**src/rtl/fetch_stage.sv**
```systemverilog
// Instruction fetch front end: one outstanding memory request, a one-entry skid buffer
// ahead of the decode registers, and redirect flushing. dbg_state_o: 0=ISSUE 1=WAIT 2=DROP.
module fetch_stage #(
    parameter logic [31:0] RESET_PC = 32'h0000_0000,
    parameter logic [31:0] NOP      = 32'h0000_0013
) (
    input  logic        clk,
    input  logic        rst,
    output logic        im_req,
    output logic [31:0] im_addr,
    input  logic        im_ready,
    input  logic        im_rvalid,
    input  logic [31:0] im_rdata,
    input  logic        ex_redirect,
    input  logic [31:0] ex_target,
    input  logic        d_stall,
    output logic [31:0] D_instruction,
    output logic [31:0] D_pc,
    output logic        D_valid,
    output logic [1:0]  dbg_state_o
);

    // Handshakes: a request transfers on a cycle with im_req && im_ready; im_addr is
    // stable while im_req waits. A response is one im_rvalid cycle, never stalled.
    // Decode takes D whenever D is empty or d_stall is low.

    localparam logic [31:0] WORD_MASK = 32'hFFFF_FFFC;

    typedef enum logic [1:0] {
        ST_ISSUE = 2'd0,
        ST_WAIT  = 2'd1,
        ST_DROP  = 2'd2
    } state_e;

    state_e      state_q, state_d;
    logic [31:0] pc_q, pc_d;
    logic [31:0] req_pc_q, req_pc_d;
    logic        skid_valid_q, skid_valid_d;
    logic [31:0] skid_instr_q, skid_instr_d;
    logic [31:0] skid_pc_q, skid_pc_d;
    logic        d_valid_q, d_valid_d;
    logic [31:0] d_instr_q, d_instr_d;
    logic [31:0] d_pc_q, d_pc_d;

    logic        d_accept;
    logic        rsp_fire;
    logic        req_w;

    always_comb begin
        d_accept = !d_valid_q || !d_stall;
        rsp_fire = (state_q == ST_WAIT) && im_rvalid;
        req_w    = (state_q == ST_ISSUE) && !skid_valid_q && !ex_redirect && !rst;
    end

    always_comb begin
        state_d      = state_q;
        pc_d         = pc_q;
        req_pc_d     = req_pc_q;
        skid_valid_d = skid_valid_q;
        skid_instr_d = skid_instr_q;
        skid_pc_d    = skid_pc_q;
        d_valid_d    = d_valid_q;
        d_instr_d    = d_instr_q;
        d_pc_d       = d_pc_q;

        if (ex_redirect) begin
            // Flush wins over stall; an in-flight response must still be swallowed.
            pc_d         = ex_target & WORD_MASK;
            d_valid_d    = 1'b0;
            d_instr_d    = NOP;
            skid_valid_d = 1'b0;
            case (state_q)
                ST_WAIT:  state_d = im_rvalid ? ST_ISSUE : ST_DROP;
                ST_DROP:  state_d = im_rvalid ? ST_ISSUE : ST_DROP;
                default:  state_d = ST_ISSUE;
            endcase
        end else begin
            case (state_q)
                ST_ISSUE: begin
                    if (req_w && im_ready) begin
                        state_d  = ST_WAIT;
                        req_pc_d = pc_q;
                        pc_d     = pc_q + 32'd4;
                    end
                end
                ST_WAIT: begin
                    if (im_rvalid) state_d = ST_ISSUE;
                end
                ST_DROP: begin
                    if (im_rvalid) state_d = ST_ISSUE;
                end
                default: state_d = ST_ISSUE;
            endcase

            if (d_accept) begin
                if (skid_valid_q) begin
                    d_valid_d    = 1'b1;
                    d_instr_d    = skid_instr_q;
                    d_pc_d       = skid_pc_q;
                    skid_valid_d = rsp_fire;
                    if (rsp_fire) begin
                        skid_instr_d = im_rdata;
                        skid_pc_d    = req_pc_q;
                    end
                end else if (rsp_fire) begin
                    d_valid_d = 1'b1;
                    d_instr_d = im_rdata;
                    d_pc_d    = req_pc_q;
                end else begin
                    d_valid_d = 1'b0;
                    d_instr_d = NOP;
                end
            end else if (rsp_fire) begin
                skid_valid_d = 1'b1;
                skid_instr_d = im_rdata;
                skid_pc_d    = req_pc_q;
            end
        end
    end

    always_ff @(posedge clk) begin
        if (rst) begin
            state_q      <= ST_ISSUE;
            pc_q         <= RESET_PC & WORD_MASK;
            req_pc_q     <= 32'd0;
            skid_valid_q <= 1'b0;
            skid_instr_q <= NOP;
            skid_pc_q    <= 32'd0;
            d_valid_q    <= 1'b0;
            d_instr_q    <= NOP;
            d_pc_q       <= 32'd0;
        end else begin
            state_q      <= state_d;
            pc_q         <= pc_d;
            req_pc_q     <= req_pc_d;
            skid_valid_q <= skid_valid_d;
            skid_instr_q <= skid_instr_d;
            skid_pc_q    <= skid_pc_d;
            d_valid_q    <= d_valid_d;
            d_instr_q    <= d_instr_d;
            d_pc_q       <= d_pc_d;
        end
    end

    assign im_req        = req_w;
    assign im_addr       = pc_q;
    assign D_instruction = d_instr_q;
    assign D_pc          = d_pc_q;
    assign D_valid       = d_valid_q;
    assign dbg_state_o   = state_q;

endmodule

```
**config.mk**
```make
export PLATFORM = sky130hd
export DESIGN_NAME = fetch_stage
export DESIGN_NICKNAME = d
export VERILOG_FILES = /design/src/rtl/fetch_stage.sv
export SDC_FILE = /design/constraint.sdc
export NUM_CORES = 1
export LEC_CHECK = 0
export ABC_CLOCK_PERIOD_IN_PS = 3460
export BUFFER_PORTS_ARGS = -buffer_cell sky130_fd_sc_hd__clkbuf_2
export CORE_ASPECT_RATIO = 0.5
export CORE_MARGIN = 2
export CORE_UTILIZATION = 40
export CTS_CLUSTER_SIZE = 30
export DETAILED_ROUTE_END_ITERATION = 6
export SETUP_SLACK_MARGIN = 0.05
export SLEW_MARGIN = 40
export SYNTH_ARGS = -nofsm -noshare
export SYNTH_HDL_FRONTEND = slang
export SYNTH_SLANG_ARGS = --single-unit
```
**constraint.sdc**
```tcl
create_clock -name clk -period 3.46 [get_ports clk]
set_clock_uncertainty 0.05 [all_clocks]
set_input_delay 0.692 -clock clk [delete_from_list [all_inputs] [get_ports clk]]
set_output_delay 0.692 -clock clk [all_outputs]
set_load 0.02 [all_outputs]
```
Word level (Yosys, flattened, before mapping)
Index checks and enable logic that the tools add are counted.
- memories kept: 0
- memory bits (writable): 0
- flip-flop bits (word level): 196
- output and inout bits: 100
- memory bits (read-only): 0
- bits of input ports: 70
- latch bits: 0
- word-level logic and storage cells: 65
- muxes and demuxes: 24
- div/mod/pow operators: 0
- reduce and logical (&&, ||, !) cells: 24
- eq/ne operators: 5
- order comparisons: 0
- shifts and indexed selects: 0
- multiply operators: 0
- add/subtract/negate cells: 1
- bitwise logic cells: 1
- operator list (kind ; count):
    32-bit two-way mux ; 13
    32-bit by 3-bit adder with 32-bit output (second input constant) ; 1
    2-bit two-way mux ; 5
    2-bit AND reduction ; 4
    2-bit nonzero test ; 4
    3-bit AND reduction ; 2
    1-bit logical AND ; 5
    1-bit logical NOT ; 5
    1-bit two-way mux ; 5
    2-bit case mux with 2 select lines ; 1
    2-bit OR reduction ; 2
    3-bit by 1-bit != test with 1-bit output (second input constant) ; 1
    3-bit by 2-bit != test with 1-bit output (second input constant) ; 1
    2-bit by 1-bit == test with 1-bit output (second input constant) ; 1
    2-bit == test (second input constant) ; 1
    2-bit logical NOT ; 1
    2-bit != test (second input constant) ; 1
    1-bit logical OR ; 1
    1-bit inverter ; 1

Depth between registers and ports, before layout
Gate-level depths: netlist of run 1.
- depth in word-level cells: 8
- mapped depth: 8
- gate-level depth less buffers: 6

Least setup slack after synthesis of run 1
No wires, ideal clock.
- kind: reg-to-reg
- start point: register pc_q[2], in the netlist im_addr[2]
- end point: register pc_q[20], in the netlist im_addr[20]
- buffers on the path: 0
- cell stages (with the launch flop): 6
- data arrival time: 2.034 ns
- setup time: 0.074 ns
- data required time: 3.336 ns
- setup slack: 1.302 ns
- cells stage by stage: dfxtp_1 -> ha_1 -> nand4_1 -> or3_4 -> or4_1 -> a31oi_1
- cells in the longest elaborated chain, start to end: 4
- ends and longest elaborated chain (item ; line ; source):
    from (decl) ; 36 ; logic [31:0] pc_q, pc_d;
    from (signal assigned) ; 124 ; pc_q <= RESET_PC & WORD_MASK;
    from (signal assigned) ; 134 ; pc_q <= pc_d;
    32-bit by 3-bit adder with 32-bit output ; 83 ; pc_d = pc_q + 32'd4;
    32-bit two-way mux ; 80 ; if (req_w && im_ready) begin
    32-bit two-way mux ; 78 ; case (state_q)
    32-bit two-way mux ; 66 ; if (ex_redirect) begin
Every way passes these cells. The select of a mux whose other input is x is not followed.
A chain may end at the register's enable or synchronous reset.

Worst setup path in the final report of run 1
- start point: input rst
- end point: output im_req
- cells in the longest elaborated chain, start to end: 2
- ends and longest elaborated chain (item ; line ; source):
    from (decl) ; 8 ; input logic rst,
    1-bit logical NOT ; 52 ; req_w = (state_q == ST_ISSUE) && !skid_valid_q && !ex_redirect && !rst;
    1-bit logical AND ; 52 ;
    to (decl) ; 9 ; output logic im_req,
Every way passes these cells.

==> results of run 1 <==
-- how the worst max path moves through the flow --
stage | startpoint | to | slack, ns | depth (start not counted)
CTS | rst | im_req | 0.86 | 5
detailed placement | rst | im_req | 0.86 | 5
finish | rst | im_req | 0.88 | 5
floorplan | im_addr[2] | im_addr[20] | 1.30 | 5
global placement | rst | im_req | 0.88 | 5
global route | rst | im_req | 0.79 | 5
-- worst max-delay path: cells and delay by family --
family                 cells  cell delay, ns
buffers and inverters      3            0.82
and+or+nand+nor            2            0.31
-- kinds of logic (layout without fill, tap and decap cells) --
| family | after synthesis | after routing | synth area share (%) |
|---|---|---|---|
| AOI/OAI and AO/OA | 212 | 212 | 17.7 |
| xor gates and xnor gates | 10 | 10 | 1.12 |
| adders and majority gates | 4 | 4 | 0.609 |
| buffers and inverters | 89 | 225 | 4.62 |
| DFF | 188 | 188 | 48.2 |
| muxes | 33 | 33 | 4.23 |
| other | 1 | 4 | 0.0480 |
| and+or+nand+nor | 407 | 407 | 23.5 |
-- stage by stage --
stage,util (%),hold WS [ns]
6_report,48.7,0.405
5_1_grt,48.7,0.416
4_1_cts,48.7,0.406
3_5_place_dp,45.8,0.396
3_3_place_gp,45.7,0.391
2_1_floorplan,-,0.386
-- flip-flops by register name, summed over array words and instances, names as in the netlist --
register	cells
skid_instr_q	32
req_pc_q	30
D_valid	1
im_addr	30
dbg_state_o	2
skid_valid_q	1
skid_pc_q	30
D_pc	30
D_instruction	32
-- layout make-up --
class                           instances  area, um^2
Fill cell                            1944        9890
Sequential cell                       188        3770
Multi-Input combinational cell        670        3710
Timing Repair Buffer                  183         972
Clock buffer                           22         474
Tap cell                              266         333
Clock inverter                         10        90.1
Inverter                               10        37.5
-- per-layer routing --
layer	share of wire [%]	track usage [%]	vias to the layer above	routed length, um
met4	1.3	6.28	0	280
met5	0	0	-	0
li1	-	-	3587	-
met2	47	34.6	163	10300
met3	4.7	5.28	20	1020
met1	47	27.3	3414	10300
-- power by group --
| group | switching [mW] | internal [mW] | total (mW) |
|---|---|---|---|
| logic | 0.223 | 0.121 | 0.345 |
| clock network | 0.849 | 1.05 | 1.90 |
| registers | 0.0546 | 2.21 | 2.26 |
-- cells in the final DEF, fill, tap and decap left out, types with 17 or more instances in the layout --
cell and instances:
nor3_1 41, a211oi_1 42, nor2_1 81, a21oi_1 94, nand2_1 208, mux2i_1 33, a221oi_1 30, dfxtp_1 187
clkbuf_2 162, clkbuf_16 17, buf_4 20
==> metrics.md, run 1 <==
| Metric | Value |
|---|---|
| Diodes inserted | `0` |
| Number of synthesized flops with an enable pin | `0` |
| Mapped Avg Cell Area | `8.27 um^2` |
| Vias per cell | `5.33` |
| Final #Nets | `1143` |
| Vias in the first global route | `6646` |
| Core area | `0.0193 mm^2` |
| Post-synthesis sequential area ratio | `48.2%` |
| Status | `finished clean` |
| Post_cts resized | `0` |
| Largest net degree at the start of global routing | `92` |
| Synth Warn # | `0` |
| CTS Hold Bufs | `0` |
| Initial core utilization | `40.5%` |
| Tmin final | `2.58 ns` |
| Asr flop ratio synth | `0%` |
| Clock Tree Buf Depth | `2` |
| Top cells by instance count after synthesis | `208 x nand2_1, 188 x dfxtp_1, 94 x a21oi_1` |
| Crit-path slowest cell | `buf_4` |
| Count of cell types in the netlist | `52` |
| Post-Synthesis Cell Area | `0.00781 mm^2` |
| GRT Total Usage | `20.9%` |
| Design area | `0.00939 mm^2` |
| Num rows | `36` |
| Main flop type after synthesis | `dfxtp_1` |
| IO Pins | `170` |
| Setup TNS | `0 ns` |
| R2R depth | `6` |
| Final HPWL DP | `14100 um` |
| GPL Wtd Cong | `0.829` |
| Worst hold path class | `flop to flop` |
| Detailed Routing Iterations Pass 1 | `4` |
| ANT nets after route | `0` |
| Area delta synth->final | `20.2%` |
| CP Capture Type | `output port` |
| Hold path depth | `2` |
| Max Cap Violations | `0` |
| WP data required | `2.72 ns` |
| Post-Place Setup Slack | `0.858 ns` |
| Top-area cell type share of the netlist area | `48.2%` |
| Critical path class | `input port to output port` |
| Worst reg2reg setup slack | `1.01 ns` |
| CTS H-tree lvls | `4` |
| PwrDens | `480 mW/mm^2` |
| Rel. slew slack | `49.0%` |
| Final Hold Vio Count | `0` |
| Total Die Area | `0.0207 mm^2` |
| Root Buffer | `clkbuf_16` |
| Clock Pin Slew Worst Setup and Hold Paths | `0.07 ns` |
| Hold Path Sink | `skid_pc_q[14]` |
| Initial DRC count | `425` |
| Global-route wire length before repair | `34500 um` |
| Num Clock Sinks | `188` |
| PnR worst setup slack | `0.882 ns` |
| CTS Buf Count | `17` |
| Grt ovf | `0` |
| Reg2reg end | `im_addr[20]` |
| Synth area leaders | `dfxtp_1 48%, nand2_1 10%, a21oi_1 6.0%, mux2i_1 4.2%, a211oi_1 4.0%` |
| Initial antenna violation count | `0` |
| Setup Buffers After CTS | `0` |
| Wirelength, routed | `21800 um` |
| Largest stage delay on the critical path | `0.48 ns` |
| Clk_lat worst skew | `0.43 ns` |
| Count leader, synth | `nand2_1` |
| Pwr Total | `4.50 mW` |
| # placed instances | `1317` |
| Die width | `202 um` |
| Via count | `7184` |
| Crit path top cell by count | `buf_4` |
| Fmax achieved | `388 MHz` |
| Hold_sp | `skid_pc_q[14]` |
| Die span in y | `103 um` |
| Reg-to-Reg Start | `dbg_state_o[1]` |
| Tcrit/Tclk final | `74.5%` |
| Critical Path AT | `1.84 ns` |
| CP startpoint kind | `input port` |
| Setup-failing EPs final | `0` |
| Max Slew Vio Count | `0` |
| Drt drc | `0` |
| Placed cell areas | `0.00882 mm^2` |
| #FFs+latches synth | `188` |
| Synth area leader | `dfxtp_1` |
| CP max FO | `57` |
| TritonCTS clock tree | `yes` |
| Cell Count, Final, Fillers Out | `1349` |
| RSZ-0062 raised after global routing | `false` |
| Least-Margin Pin Slew | `0.766 ns` |
| Layout cells sized above 1 | `21.1%` |
| Drt wl/cell | `16.2 um` |
| Peak supply drop | `0.330 mV` |
| Post-synthesis instance total | `944` |
| Crit-path cells | `buf_4 > nor2_1 > buf_4 > and3_1 > clkbuf_2` |
| Leakage | `3.42 nW` |
| PortBufs | `163` |
(Power assumes the default switching activity.)
==> run 2: changes to the inputs <==
--- a/config.mk
+++ b/config.mk
@@ -5,7 +5,7 @@
 export SDC_FILE = /design/constraint.sdc
 export NUM_CORES = 1
 export LEC_CHECK = 0
-export ABC_CLOCK_PERIOD_IN_PS = 3460
+export ABC_CLOCK_PERIOD_IN_PS = 2500
 export BUFFER_PORTS_ARGS = -buffer_cell sky130_fd_sc_hd__clkbuf_2
 export CORE_ASPECT_RATIO = 0.5
 export CORE_MARGIN = 2
==> constraint.sdc (replaced) <==
create_clock -name clk -period 2.5 [get_ports clk]
set_clock_uncertainty 0.05 [all_clocks]
set_input_delay 0.5 -clock clk [delete_from_list [all_inputs] [get_ports clk]]
set_output_delay 0.5 -clock clk [all_outputs]
set_load 0.02 [all_outputs]
==> run 2 against run 1 <==
First-iteration DRC count shrank 6.1%. Final cell count grew 0.74%. Total power grew 37%. Clock power grew 33%. Setup slack lost 0.51 ns. Highest routed layer unchanged.
==> metrics.md, run 2 (synthesized netlist as in run 1, its figures left out) <==
| Metric | Value |
|---|---|
| Wirelength, routed | `21800 um` |
| Hold path depth | `3` |
| PortBufs | `163` |
| Crit-path slowest cell | `nor4_2` |
| Clk_lat worst skew | `0.44 ns` |
| CP Capture Type | `flop` |
| Critical path class | `flop to flop` |
| Num rows | `36` |
| Status | `finished clean` |
| Max Cap Violations | `0` |
| CTS H-tree lvls | `4` |
| Vias in the first global route | `6791` |
| GRT Total Usage | `21.2%` |
| Final HPWL DP | `14200 um` |
| Tcrit/Tclk final | `84.9%` |
| Setup Buffers After CTS | `0` |
| Least-Margin Pin Slew | `0.749 ns` |
| Final #Nets | `1153` |
| Max Slew Vio Count | `0` |
| R2R depth | `6` |
| Die width | `202 um` |
| Clock Tree Buf Depth | `2` |
| Register area | `0.00377 mm^2` |
| Via count | `7212` |
| Diodes inserted | `0` |
| Drt drc | `0` |
| Initial antenna violation count | `0` |
| CP max FO | `6` |
| Design area | `0.00948 mm^2` |
| Core area | `0.0193 mm^2` |
| Worst hold path class | `input port to flop` |
| Crit-path cells | `inv_1 > ha_1 > nand3b_1 > nor4_2 > a211oi_1 > a2111oi_0` |
| Vias per cell | `5.31` |
| Placed cell areas | `0.00894 mm^2` |
| Drt wl/cell | `16.0 um` |
| Final Hold Vio Count | `0` |
| Initial DRC count | `399` |
| Setup TNS | `0 ns` |
| Layout cells sized above 1 | `22.0%` |
| CTS Buf Count | `17` |
| ANT nets after route | `0` |
| Die span in y | `103 um` |
| Global-route wire length before repair | `35100 um` |
| Detailed Routing Iterations Pass 1 | `5` |
| RSZ-0062 raised after global routing | `false` |
| Peak supply drop | `0.417 mV` |
| WP data required | `2.77 ns` |
| Leakage | `3.46 nW` |
| CP startpoint kind | `flop` |
| Rel. slew slack | `50.1%` |
| Finished Core Util | `49.2%` |
| Pwr Total | `6.16 mW` |
| Root Buffer | `clkbuf_16` |
| Commonest non-fill, non-tap cell in the layout | `nand2_1` |
| Setup-failing EPs final | `0` |
| Footprint of the multi-input gates | `0.00371 mm^2` |
| GPL Wtd Cong | `0.811` |
| Area delta synth->final | `21.5%` |
| Largest net degree at the start of global routing | `113` |
| Clock Pin Slew Worst Setup and Hold Paths | `0.08 ns` |
| Fmax achieved | `471 MHz` |
| Total Die Area | `0.0207 mm^2` |
| CTS Hold Bufs | `0` |
| Largest stage delay on the critical path | `0.58 ns` |
| Num Clock Sinks | `188` |
| Grt ovf | `0` |
| # placed instances | `1327` |
| Critical Path AT | `2.39 ns` |
| Initial core utilization | `40.5%` |
| Filler cells | `1930` |
| Most used cells in the layout excluding fill and tap cells | `208 x nand2_1, 187 x dfxtp_1, 162 x clkbuf_2` |
| Post_cts resized | `0` |
| Cell Count, Final, Fillers Out | `1359` |
| PwrDens | `649 mW/mm^2` |
| Tmin final | `2.12 ns` |
| TritonCTS clock tree | `yes` |
| IO Pins | `170` |
-- run 2: area by class of cell --
class / count / share of cell area [%]
Inverter: 10 / 0.396
Clock inverter: 14 / 1.16
Multi-Input combinational cell: 670 / 39.2
Clock buffer: 18 / 4.53
Tap cell: 266 / 3.51
Timing Repair Buffer: 193 / 11.5
Sequential cell: 188 / 39.7
-- run 2: layer usage --
metal	share of wire, %	track usage, %	vias up
met4	1.8	8.03	0
li1	-	-	3613
met2	47	35.7	176
met5	0	0	-
met3	4.8	4.71	26
met1	47	27.1	3397
-- run 2: critical path, delay by kind of cell, from the launching register on --
family                   cells  cell delay (ns)
AND/OR/NAND/NOR              2             0.82
AO/OA/AOI/OAI                2             0.46
flip-flops                   1             0.31
adder cells (fa/ha/maj)      1             0.27
buffers and inverters        1             0.09
-- run 2: where the power goes --
part           total (mW)  leakage (nW)  switching [mW]  internal [mW]
Combinational       0.506          1.68           0.323          0.182
Sequential           3.12          1.52          0.0645           3.05
Clock                2.53         0.253            1.24           1.29
Total                6.16          3.46            1.63           4.53
-- run 2: path summary, 6_finish.rpt --
path	startpoint	end	slack, ns
max	dbg_state_o[1]	im_addr[16]	0.38
min	im_rdata[8]	skid_instr_q[8]	0.25
max reg2reg	dbg_state_o[1]	im_addr[16]	0.38
min reg2reg	skid_pc_q[7]	skid_pc_q[7]	0.40
-- run 2: stage by stage --
step	hold WS [ns]	setup WS (ns)
finish	0.247	0.376
CTS	0.226	0.364
global route	0.236	0.134
floorplan	0.386	0.342
global placement	0.391	0.349
detailed placement	0.397	0.313
==> run 3: changes to the inputs <==
--- a/config.mk
+++ b/config.mk
@@ -5,7 +5,7 @@
 export SDC_FILE = /design/constraint.sdc
 export NUM_CORES = 1
 export LEC_CHECK = 0
-export ABC_CLOCK_PERIOD_IN_PS = 2500
+export ABC_CLOCK_PERIOD_IN_PS = 2000
 export BUFFER_PORTS_ARGS = -buffer_cell sky130_fd_sc_hd__clkbuf_2
 export CORE_ASPECT_RATIO = 0.5
 export CORE_MARGIN = 2
==> constraint.sdc (replaced) <==
create_clock -name clk -period 2 [get_ports clk]
set_clock_uncertainty 0.05 [all_clocks]
set_input_delay 0.4 -clock clk [delete_from_list [all_inputs] [get_ports clk]]
set_output_delay 0.4 -clock clk [all_outputs]
set_load 0.02 [all_outputs]
==> run 3 against run 2 <==
Global-route usage up 0.13 points. Final area grew 4.3%. Combinational power rose by 40%. Largest power group unchanged. Highest routed layer unchanged.
==> metrics.md, run 3 (synthesized netlist as in run 1, its figures left out) <==
| Metric | Value |
|---|---|
| Root Buffer | `clkbuf_16` |
| Setup-failing EPs final | `0` |
| Largest net degree at the start of global routing | `111` |
| Core area | `0.0193 mm^2` |
| Layout cells sized above 1 | `25.2%` |
| Critical path class | `flop to flop` |
| Internal Power | `6.07 mW` |
| Worst reg2reg setup slack | `0.14 ns` |
| Filler cells | `1845` |
| Most used cells in the layout excluding fill and tap cells | `208 x nand2_1, 180 x dfxtp_1, 162 x clkbuf_2` |
| Commonest non-fill, non-tap cell in the layout | `nand2_1` |
| Routed met2 length | `10600 um` |
| Switching share of power | `24.7%` |
| Tcrit/Tclk final | `93.1%` |
| Setup TNS | `0 ns` |
| Met3 WL | `1170 um` |
| Reg-to-Reg Start | `im_addr[3]` |
| Initial core utilization | `40.5%` |
| WP data required | `2.30 ns` |
| Leakage | `3.70 nW` |
| Clk_lat worst skew | `0.43 ns` |
| Least-Margin Pin Slew | `0.585 ns` |
| Area delta synth->final | `26.7%` |
| Switching power | `1.99 mW` |
| Hold Path Sink | `im_addr[2]` |
| Num Clock Sinks | `188` |
| CTS Hold Bufs | `0` |
| Max Slew Vio Count | `0` |
| Grt ovf | `0` |
| Tmin final | `1.86 ns` |
| Num rows | `36` |
| Drt wl/cell | `16.0 um` |
| ANT nets after route | `0` |
| # placed instances | `1354` |
| Peak supply drop | `0.606 mV` |
| GPL Wtd Cong | `0.827` |
| CP max FO | `7` |
| RSZ-0062 raised after global routing | `true` |
| Worst hold path class | `input port to flop` |
| Die span in y | `103 um` |
| CTS H-tree lvls | `4` |
| Critical Path AT | `2.16 ns` |
| Status | `finished clean` |
| Comb pwr share | `8.8%` |
| Hold path depth | `3` |
| Final #Nets | `1186` |
| CP startpoint kind | `flop` |
| Design area | `0.00989 mm^2` |
| Final HPWL DP | `14300 um` |
| Vias per cell | `5.28` |
| Reg2reg end | `im_addr[21]` |
| Finished Core Util | `51.3%` |
| Cell Count, Final, Fillers Out | `1392` |
| TritonCTS clock tree | `yes` |
| Max Cap Violations | `0` |
| Via count | `7346` |
| Drt drc | `0` |
| Die width | `202 um` |
| WHS | `0.132 ns` |
| Final Hold Vio Count | `0` |
| Placed cell areas | `0.00919 mm^2` |
| R2R depth | `5` |
| Clock power share | `43.2%` |
| Wirelength, routed | `22200 um` |
| PortBufs | `163` |
| Total Die Area | `0.0207 mm^2` |
| CTS Buf Count | `17` |
| Fmax achieved | `537 MHz` |
| Met1 wire length | `10100 um` |
| Global-route wire length before repair | `35500 um` |
| Detailed Routing Iterations Pass 1 | `7` |
| IO Pins | `170` |
| Flop pwr share | `48.0%` |
| PwrDens | `815 mW/mm^2` |
| Max layer used | `met4` |
| Diodes inserted | `0` |
| Hold_sp | `ex_target[2]` |
| CP Capture Type | `flop` |
| GRT Total Usage | `21.3%` |
| Rel. slew slack | `61.0%` |
| Initial DRC count | `387` |
| Initial antenna violation count | `0` |
| Clock Tree Buf Depth | `2` |
| Vias in the first global route | `6964` |
| Clock Pin Slew Worst Setup and Hold Paths | `0.07 ns` |
==> run 3: cell types whose count changed in the layout (fill, tap and decap cells not counted), moves of 3 or more <==
| cell | change |
|---|---|
| clkinvlp_4 | -3 |
| dfxtp_4 | +3 |
| dfxtp_2 | +4 |
| dfxtp_1 | -7 |
| clkbuf_8 | +4 |
| buf_4 | +29 |
| clkinv_4 | +4 |
==> run 3: worst max path at each step <==
| stage | startpoint | end |
|---|---|---|
| floorplan | im_addr[11] | im_addr[20] |
| global placement | dbg_state_o[1] | im_addr[16] |
| detailed placement | dbg_state_o[1] | im_addr[16] |
| CTS | dbg_state_o[1] | im_addr[18] |
| global route | dbg_state_o[0] | im_addr[18] |
| finish | im_addr[3] | im_addr[21] |
==> run 3: area by class of cell <==
| type | count | area (um^2) | share of cell area (%) |
|---|---|---|---|
| inverters | 10 | 37.5 | 0.379 |
| clock buffers | 21 | 480 | 4.86 |
| flip-flops and latches | 188 | 3780 | 38.2 |
| well taps | 266 | 333 | 3.36 |
| clock inverters | 11 | 133 | 1.34 |
| multi-input cells | 670 | 3740 | 37.8 |
| repair buffers | 226 | 1380 | 14.0 |
==> run 3: layer usage <==
layer / vias to the layer above / global-route usage [%]
li1: 3684 / -
met1: 3475 / 26.8
met2: 161 / 36.3
met3: 26 / 5.53
met4: 0 / 7.35
met5: - / 0
==> run 3: worst max-delay path, cell delays in order, from the launching register on <==
cell,delay (ns)
dfxtp_4,0.35
buf_4,0.16
nand2_1,0.09
or4_4,0.55
or4_1,0.49
o221ai_1,0.09
==> run 3: power by group through the flow <==
stage          Combinational, mW  Sequential (mW)  Clock (mW)
6_report                   0.708             3.87        3.48
5_1_grt                    0.771             3.88        3.70
4_1_cts                    0.696             3.87        3.55
3_5_place_dp               0.692             3.96           0
3_3_place_gp               0.686             3.96           0
2_1_floorplan              0.294             4.05           0
==> run 3: metrics by stage <==
step	setup slack [ns]	power (mW)
2_1_floorplan	0.0470	4.34
3_3_place_gp	0.0785	4.64
3_5_place_dp	0.0308	4.65
4_1_cts	0.0471	8.12
5_1_grt	0.0218	8.35
6_report	0.137	8.07
==> run 3: what timing repair did <==
action / CTS / global route
endpoints found under the setup margin: 1 / 56
buffers inserted: 0 / 5
gates resized for setup: 1 / 10
pin swaps: 0 / 7
gates cloned: 0 / 1
